`config.mk`:
```
export PLATFORM = sky130hd
export DESIGN_NAME = fp_unpack_norm
export DESIGN_NICKNAME = d
export VERILOG_FILES = /design/src/rtl/fp_unpack_norm.sv
export SDC_FILE = /design/constraint.sdc
export NUM_CORES = 1
export LEC_CHECK = 0
export BUFFER_PORTS_ARGS = -buffer_cell sky130_fd_sc_hd__buf_2
export CAP_MARGIN = 10
export CORE_MARGIN = 2
export CORE_UTILIZATION = 45
export CTS_CLUSTER_DIAMETER = 40
export DETAILED_ROUTE_END_ITERATION = 16
export PLACE_DENSITY_LB_ADDON = 0.1
export SLEW_MARGIN = 20
export SYNTH_ARGS = -nofsm -noshare
export SYNTH_HDL_FRONTEND = slang
export SYNTH_SLANG_ARGS = --single-unit
```
`constraint.sdc`:
```
create_clock -name clk -period 2.75 [get_ports clk]
set_input_delay 0.275 -clock clk [delete_from_list [all_inputs] [get_ports clk]]
set_output_delay 0.275 -clock clk [all_outputs]
set_load 0.02 [all_outputs]
```
`src/rtl/fp_unpack_norm.sv`:
```
// Floating-point unpack/classify stage with valid/ready handshake.
// Optional subnormal normalisation is enabled by defining FP_UNPACK_SUBNORM_NORM_EN.
module fp_unpack_norm #(
    parameter int EXP_W  = 8,
    parameter int FRAC_W = 23
) (
    input  logic                    clk,
    input  logic                    rst_n,
    input  logic                    in_valid,
    output logic                    in_ready,
    input  logic [EXP_W+FRAC_W:0]   in_data,
    output logic                    out_valid,
    input  logic                    out_ready,
    output logic                    out_sign,
    output logic [EXP_W+1:0]        out_exp,
    output logic [FRAC_W:0]         out_mant,
    output logic [2:0]              out_class
);

    localparam int XW = EXP_W + 2;
    localparam logic [XW-1:0] BIAS_X = XW'((1 << (EXP_W - 1)) - 1);
    localparam logic [XW-1:0] ONE_X  = XW'(1);

    localparam logic [2:0] CLS_ZERO = 3'd0;
    localparam logic [2:0] CLS_SUB  = 3'd1;
    localparam logic [2:0] CLS_NORM = 3'd2;
    localparam logic [2:0] CLS_INF  = 3'd3;
    localparam logic [2:0] CLS_NAN  = 3'd4;

`ifdef FP_UNPACK_SUBNORM_NORM_EN
    typedef enum logic [1:0] {ST_EMPTY = 2'd0, ST_SHIFT = 2'd1, ST_FULL = 2'd2} state_t;
`else
    typedef enum logic [1:0] {ST_EMPTY = 2'd0, ST_FULL = 2'd2} state_t;
`endif

    state_t              state_r;
    state_t              state_nxt_s;
    state_t              route_s;
    logic                valid_r;
    logic                sign_r;
    logic [XW-1:0]       exp_r;
    logic [FRAC_W:0]     mant_r;
    logic [2:0]          class_r;
    logic                in_ready_s;
    logic                load_s;

    logic [EXP_W-1:0]    e_s;
    logic [FRAC_W-1:0]   f_s;
    logic [XW-1:0]       unp_exp_s;
    logic [FRAC_W:0]     unp_mant_s;
    logic [2:0]          unp_class_s;
    logic                unp_sub_s;

    assign e_s = in_data[EXP_W+FRAC_W-1:FRAC_W];
    assign f_s = in_data[FRAC_W-1:0];

    // Field decode and classification of the offered word
    always_comb begin
        unp_exp_s   = '0;
        unp_mant_s  = '0;
        unp_class_s = CLS_ZERO;
        unp_sub_s   = 1'b0;
        if (e_s == '0) begin
            if (f_s == '0) begin
                unp_class_s = CLS_ZERO;
            end else begin
`ifdef FP_UNPACK_SUBNORM_NORM_EN
                unp_exp_s   = ONE_X - BIAS_X;
                unp_mant_s  = {1'b0, f_s};
                unp_class_s = CLS_SUB;
                unp_sub_s   = 1'b1;
`else
                // Flush-to-zero keeps only the sign
                unp_class_s = CLS_ZERO;
`endif
            end
        end else if (&e_s) begin
            unp_exp_s   = BIAS_X + ONE_X;
            unp_mant_s  = {1'b0, f_s};
            unp_class_s = (f_s == '0) ? CLS_INF : CLS_NAN;
        end else begin
            unp_exp_s   = {2'b00, e_s} - BIAS_X;
            unp_mant_s  = {1'b1, f_s};
            unp_class_s = CLS_NORM;
        end
    end

    // Destination state for a freshly accepted word
    always_comb begin
`ifdef FP_UNPACK_SUBNORM_NORM_EN
        if (unp_sub_s) begin
            route_s = ST_SHIFT;
        end else begin
            route_s = ST_FULL;
        end
`else
        route_s = (unp_sub_s) ? ST_EMPTY : ST_FULL;
`endif
    end

    // Next-state and handshake decode
    always_comb begin
        state_nxt_s = state_r;
        in_ready_s  = 1'b0;
        load_s      = 1'b0;
        case (state_r)
            ST_EMPTY: begin
                in_ready_s = 1'b1;
                if (in_valid) begin
                    load_s      = 1'b1;
                    state_nxt_s = route_s;
                end else begin
                    state_nxt_s = ST_EMPTY;
                end
            end
`ifdef FP_UNPACK_SUBNORM_NORM_EN
            ST_SHIFT: begin
                // Bit below the hidden position becomes the hidden bit after this shift
                if (mant_r[FRAC_W-1]) begin
                    state_nxt_s = ST_FULL;
                end else begin
                    state_nxt_s = ST_SHIFT;
                end
            end
`endif
            ST_FULL: begin
                in_ready_s = out_ready;
                if (out_ready && in_valid) begin
                    load_s      = 1'b1;
                    state_nxt_s = route_s;
                end else if (out_ready) begin
                    state_nxt_s = ST_EMPTY;
                end else begin
                    state_nxt_s = ST_FULL;
                end
            end
            default: begin
                state_nxt_s = ST_EMPTY;
            end
        endcase
    end

    // State, valid flag and result registers
    always_ff @(posedge clk or negedge rst_n) begin
        if (!rst_n) begin
            state_r <= ST_EMPTY;
            valid_r <= 1'b0;
            sign_r  <= 1'b0;
            exp_r   <= '0;
            mant_r  <= '0;
            class_r <= CLS_ZERO;
        end else begin
            state_r <= state_nxt_s;
            valid_r <= (state_nxt_s == ST_FULL);
            if (load_s) begin
                sign_r  <= in_data[EXP_W+FRAC_W];
                exp_r   <= unp_exp_s;
                mant_r  <= unp_mant_s;
                class_r <= unp_class_s;
            end
`ifdef FP_UNPACK_SUBNORM_NORM_EN
            else if (state_r == ST_SHIFT) begin
                mant_r <= {mant_r[FRAC_W-1:0], 1'b0};
                exp_r  <= exp_r - ONE_X;
            end
`endif
        end
    end

    assign in_ready  = in_ready_s;
    assign out_valid = valid_r;
    assign out_sign  = sign_r;
    assign out_exp   = exp_r;
    assign out_mant  = mant_r;
    assign out_class = class_r;

endmodule

```
Word-level counts from Yosys, hierarchy flattened

Cells that the tools add are included.

Flip-flop bits (word level): 41
Bits of input ports: 36
Output and inout bits: 40

Add/subtract/negate cells: 1
Eq/ne operators: 2
Muxes and demuxes: 15
Reductions and logical operators: 5

Operator list:

| kind                                             | count |
|---|---|
| 2-to-1 mux 24 bit                                | 2 |
| logical NOT 23 bit                               | 1 |
| 2-to-1 mux 10 bit                                | 2 |
| 2-to-1 mux 3 bit                                 | 3 |
| subtractor 8 x 7 -> 9 bit, second input constant | 1 |
| logical NOT 8 bit                                | 1 |
| AND reduction 8 bit                              | 1 |
| 2-to-1 mux 2 bit                                 | 3 |
| equality test 2 bit, second input constant       | 2 |
| case mux 1 bit (2 select lines)                  | 2 |
| case mux 2 bit (2 select lines)                  | 1 |
| logical NOT 2 bit                                | 1 |
| 2-to-1 mux 1 bit                                 | 2 |
| logical AND 1 bit                                | 1 |

Depth between registers and ports, before layout

Gate-level depths: netlist of the first run.

Depth after elaboration: 4
Depth in mapped cells: 7
Gate-level depth less buffers: 6

Worst setup path after synthesis of the first run

No wires, ideal clock.

Path kind: input port to flip-flop
From: input port in_data[28]
To: register class_r[1] (netlist: out_class[1])
Data arrival time: 1.638 ns
Data required time: 2.624 ns
Path slack: 0.986 ns
Stages on the path: 5
Path buffers: 1
Path through: or4_1 -> o311a_1 -> and2_1 -> buf_2 -> a221o_1

Cells in the longest elaborated chain, start to end: 3

Ends and longest elaborated chain:

| item                 | line | text |
|---|---|---|
| from (decl)          | 11   | `input logic [EXP_W+FRAC_W:0] in_data,` |
| AND reduction 8 bit  | 77   | `end else if (&e_s) begin` |
| 2-to-1 mux 3 bit     | 77   |  |
| 2-to-1 mux 3 bit *   | 63   | `if (e_s == '0) begin` |
| to (signal assigned) | 159  | `class_r <= unp_class_s;` |
| to (decl)            | 43   | `logic [2:0] class_r;` |

Mark *: on every way between the ends. The rest lies on a longest branch, timed or not.
A chain may end at the register's enable or synchronous reset.

==> impl_metrics.json, run 1 <==
{
  "period_needed_ns": 1.74,
  "grt_max_degree": 39,
  "wl_met1_um": 1660,
  "synth_cell_types": 27,
  "wire_per_inst_um": 15.5,
  "synth_area_per_cell_um2": 12.8,
  "synth_edf_count": 0,
  "overflow": 0,
  "cts_max_level": 2,
  "antenna_cells": 0,
  "r2r_cells": 4,
  "io_pins": 76,
  "cts_root_buf": "clkbuf_4",
  "multi_input_area_um2": 562,
  "mostFrequentLayoutCell": "buf_2",
  "p_clk_share_pct": 20.4,
  "rsz0062_at_grt": "no",
  "highest_layer": "met4",
  "final_util_pct": 60.7,
  "tightest_slew_ns": 0.837,
  "die-area_um2": 3970,
  "insertion_delay_ns": 0.33,
  "slew_violations": 0,
  "clk_pin_slew_ns": 0.10,
  "cts_resized": 0,
  "drtIter0Drc": 70,
  "finalCritPeriodShare_pct": 63.1,
  "final_cell_mix": "buf_2 (75), dfrtp_1 (38), a22o_1 (31)",
  "routed_wl_um": 3780,
  "dp_hpwl_um": 2860,
  "outcome": "finished, final reports clean",
  "cts_tree": "yes",
  "yosysWarnings": 0,
  "maxSlewHeadroom_pct": 44.2,
  "fp.dieW_um": 63.0,
  "hold_slack_ns": 0.0356,
  "ys_seq_area_share_pct": 60.8,
  "async_reset_ff_share_pct": 100,
  "fp.coreArea_um2": 3340,
  "leakagePower_nw": 1.04,
  "max_clock_freq_mhz": 576,
  "antenna_found_initial": 0,
  "track_usage_pct": 20.1,
  "gp_congestion": 0.784,
  "p_sw_uw": 397,
  "seq_area_um2": 951,
  "cts_inserted_buffers": 5,
  "start_util_pct": 46.9,
  "cp_max_fo": 16,
  "fillers": 300,
  "drive_above_1_share_pct": 42.4,
  "grt_pass1_wl_um": 6150,
  "hold_violations": 0,
  "nets": 236,
  "end_kind": "flip-flop",
  "grt_pass1_vias": 1269,
  "ctsHoldBuffers": 0,
  "port-buffer-count": 75,
  "criticalPathCategory": "reg -> reg",
  "cp-start-kind": "flip-flop",
  "cts_buffer_depth": 2,
  "fin_skew_ns": 0.00857,
  "syn_area_um2": 1570,
  "finalSetupTns_ns": 0,
  "ir_drop_mv": 0.291,
  "crit_path_cell_trace": "nand2b_1 -> nand2_1 -> buf_4 -> o41ai_1",
  "hold_class": "in -> async",
  "swShare_pct": 31.6,
  "maxCapViolCount": 0,
  "syn_to_final_growth_pct": 29.3,
  "dr_wl_met3_um": 241,
  "crit_slowest_cell": "dfrtp_1",
  "row_count": 21,
  "syn-num-nets": 160,
  "cp.arrival_ns": 1.95,
  "p_per_area_nw_per_um2": 620,
  "worstPathRequired_ns": 2.96,
  "setup_violations": 0,
  "postCtsSetupRepairBufs": 0,
  "synthCells": 122,
  "synth_flop_cell": "dfrtp_1",
  "r2r-end": "out_class[2]",
  "clock_sinks": 38,
  "r2r_start": "out_valid",
  "wl_met2_um": 1810,
  "die_h_um": 63.0,
  "comb_power_share_pct": 26.5,
  "r2r_slack_ns": 1.01,
  "drc": 0,
  "internal-power_uw": 858,
  "ys_ff_latch": 38,
  "vias": 1320,
  "ant_nets": 0,
  "crit_start": "out_valid",
  "dr.pass1.iters": 4,
  "cpPeakStageDelay_ns": 0.39,
  "seq_power_share_pct": 53.1,
  "routed_via_density": 5.41
}
## per-stage QoR
step	cell area [um2]	setup slack (ns)	power [mW]	std cells
floorplan	1570	0.986	0.870	122
global placement	1980	0.788	1.00	237
detailed placement	1980	0.750	1.01	237
CTS	2020	1.02	1.27	244
global route	2020	0.907	1.33	244
finish	2020	1.01	1.25	244
## critical path: cells and delay by family (launching register included)
kind / cells / cell delay, ns
AND/OR/NAND/NOR: 2 / 0.52
flip-flops: 1 / 0.39
buffers and inverters: 1 / 0.34
AO/OA/AOI/OAI: 1 / 0.37
## power groups by stage
stage / registers (mW) / logic, mW / clock network [mW]
global placement: 0.675 / 0.329 / 0
global route: 0.675 / 0.358 / 0.294
finish: 0.666 / 0.332 / 0.257
detailed placement: 0.678 / 0.335 / 0
CTS: 0.666 / 0.337 / 0.266
floorplan: 0.764 / 0.105 / 0
## synthesized netlist by cell type, drive strengths merged, types with 2 or more instances
master,count,area [um2]
nor2,2,7.51
buf,5,26.3
xnor2,5,43.8
a22o,31,272
nand4,3,18.8
dfrtp,38,951
clkbuf,4,15.0
ha,2,25.0
nand3,4,20.0
inv,3,11.3
nor4,5,31.3
nand2,4,15.0
a221o,2,20.0
nand2b,3,18.8
## state kept, by name (all words and copies together), names as in the netlist
| register | count |
|---|---|
| out_class | 3 |
| out_exp | 9 |
| out_mant | 24 |
| out_sign | 1 |
| out_valid | 1 |
## logic make-up after synthesis
group	count (synthesis)	share of synthesized area, %
buffers and inverters	12	3.36
DFF	38	60.8
muxes	1	0.719
AOI/OAI and AO/OA	37	20.9
adders and majority gates	2	1.60
xor gates and xnor gates	6	3.36
and+or+nand+nor	26	9.27
## worst max-delay path by stage
| stage | slack (ns) | depth (start not counted) | end |
|---|---|---|---|
| 2_1_floorplan | 0.99 | 5 | out_class[1] |
| 3_3_place_gp | 0.79 | 5 | out_exp[7] |
| 3_5_place_dp | 0.75 | 5 | out_exp[7] |
| 4_1_cts | 1.02 | 4 | out_class[2] |
| 5_1_grt | 0.91 | 4 | out_class[2] |
| 6_report | 1.01 | 4 | out_class[2] |
## area by class of cell
class / instances / area share, %
well taps: 46 / 2.84
repair buffers: 78 / 19.7
inverters: 3 / 0.556
clock buffers: 7 / 2.22
multi-input cells: 72 / 27.8
flip-flops and latches: 38 / 47.0
## layer usage
layer | global-route usage, % | vias to the layer above
li1 | - | 619
met1 | 25.9 | 642
met2 | 31.8 | 53
met3 | 6.85 | 6
met4 | 6.67 | 0
met5 | 0 | -
Power figures use the tool's default switching activity.
==> inputs of run 2 (changes only) <==
--- a/config.mk
+++ b/config.mk
@@ -8,7 +8,7 @@
 export BUFFER_PORTS_ARGS = -buffer_cell sky130_fd_sc_hd__buf_2
 export CAP_MARGIN = 10
 export CORE_MARGIN = 2
-export CORE_UTILIZATION = 45
+export CORE_UTILIZATION = 41
 export CTS_CLUSTER_DIAMETER = 40
 export DETAILED_ROUTE_END_ITERATION = 16
 export PLACE_DENSITY_LB_ADDON = 0.1
==> constraint.sdc (replaced) <==
create_clock -name clk -period 1.5 [get_ports clk]
set_input_delay 0.15 -clock clk [delete_from_list [all_inputs] [get_ports clk]]
set_output_delay 0.15 -clock clk [all_outputs]
set_load 0.02 [all_outputs]
==> impl_metrics.json, run 2 (synthesis gave the netlist of run 1 again) <==
{
  "outcome": "finished, final reports clean",
  "fin_area_um2": 2170,
  "drc": 0,
  "end_kind": "flip-flop",
  "rsz0062_at_grt": "yes",
  "drive_above_1_share_pct": 46.2,
  "fin_skew_ns": 0.00383,
  "instances_no_fill": 258,
  "clk_pin_slew_ns": 0.07,
  "grt_pass1_wl_um": 6190,
  "vias": 1340,
  "min_to": "out_valid",
  "min_path_cells": 2,
  "r2r_start": "out_valid",
  "crit_path_cell_trace": "buf_2 -> or4_1 -> o311a_1 -> buf_4 -> a221o_1",
  "start_util_pct": 42.8,
  "tightest_slew_ns": 0.656,
  "postCtsSetupRepairBufs": 0,
  "cts_buffer_depth": 2,
  "final_util_pct": 59.3,
  "crit_slowest_cell": "or4_1",
  "routed_via_density": 5.19,
  "leakagePower_nw": 1.12,
  "dr_wl_met3_um": 265,
  "hold_class": "in -> reg",
  "routed_wl_um": 3810,
  "antenna_cells": 0,
  "finalCritPeriodShare_pct": 96.3,
  "place_area_um2": 2070,
  "dp_hpwl_um": 2980,
  "cpPeakStageDelay_ns": 0.53,
  "critPathBufInv": 2,
  "antenna_found_initial": 0,
  "hold_violations": 0,
  "cts_inserted_buffers": 5,
  "track_usage_pct": 19.2,
  "cp_max_fo": 13,
  "max_clock_freq_mhz": 693,
  "cts_tree": "yes",
  "die_h_um": 65.8,
  "dr.pass1.iters": 4,
  "die-area_um2": 4330,
  "port-buffer-count": 75,
  "nets": 247,
  "fp.coreArea_um2": 3660,
  "setup_slack_ns": 0.0560,
  "ir_drop_mv": 0.800,
  "maxCapViolCount": 0,
  "clock_sinks": 38,
  "insertion_delay_ns": 0.28,
  "post-place-ws_ns": -0.249,
  "worstPathRequired_ns": 1.67,
  "slew_violations": 0,
  "final_cell_mix": "buf_2 (75), dfrtp_1 (38), a22o_1 (31), buf_4 (12), clkbuf_8 (6)",
  "power_mw": 2.55,
  "io_pins": 76,
  "r2r_cells": 4,
  "setup_violations": 0,
  "largest_register_ff_count": 24,
  "wl_met2_um": 1840,
  "period_needed_ns": 1.44,
  "r2r_slack_ns": 0.21,
  "ant_nets": 0,
  "r2r-end": "out_class[1]",
  "finalSetupTns_ns": 0,
  "cp.arrival_ns": 1.61,
  "cts_max_level": 2,
  "p_per_area_nw_per_um2": 1170,
  "row_count": 22,
  "maxSlewHeadroom_pct": 56.3,
  "cp-start-kind": "input pin",
  "highest_layer": "met4",
  "crit_family": "compound AO/OA/AOI/OAI gates",
  "syn_to_final_growth_pct": 38.8,
  "cts_root_buf": "clkbuf_8",
  "mostFrequentLayoutCell": "buf_2",
  "dp_cells": 249,
  "hp-start": "in_valid",
  "hold_slack_ns": 0.0981,
  "fp.dieW_um": 65.8,
  "wire_per_inst_um": 14.8,
  "grt_max_degree": 35,
  "overflow": 0,
  "grt_pass1_vias": 1321,
  "drtIter0Drc": 44,
  "criticalPathCategory": "in -> reg",
  "gp_congestion": 0.803,
  "wl_met1_um": 1670
}
run 2: cell type report:
| class | instances | area (um2) |
|---|---|---|
| clock buffer | 7 | 86.3 |
| clock inverter | 1 | 5.00 |
| fill | 317 | 1490 |
| inverter | 3 | 11.3 |
| multi-input combinational | 72 | 563 |
| sequential | 38 | 951 |
| tap | 48 | 60.1 |
| timing repair buffer | 89 | 495 |
run 2: timing repair:
item / CTS / global route
hold buffers: 1 / 0
gates resized for setup: 0 / 1
endpoints found under the setup margin: 0 / 2
hold endpoints to repair: 28 / 0
run 2: worst max path at each step:
stage	start	end	slack [ns]	cells past startpoint
after global placement	in_data[28]	out_class[1]	-0.21	5
after floorplan	in_data[28]	out_class[1]	-0.1	5
after global routing	in_data[28]	out_exp[7]	-0.001	5
after detailed placement	in_data[28]	out_class[1]	-0.25	5
final	in_data[28]	out_class[1]	0.06	5
after CTS	in_data[28]	out_class[1]	0.06	5
run 2: per-layer routing:
| layer | vias to the layer above | global-route usage, % |
|---|---|---|
| met1 | 649 | 25.6 |
| met4 | 0 | 7.03 |
| met3 | 4 | 5.62 |
| li1 | 638 | - |
| met5 | - | 0 |
| met2 | 49 | 29.5 |
run 2: power breakdown:
part / internal [mW] / leakage, nW / switching (mW)
clock: 0.370 / 0.0482 / 0.315
combinational: 0.268 / 0.605 / 0.370
sequential: 1.15 / 0.466 / 0.0710
total: 1.79 / 1.12 / 0.756
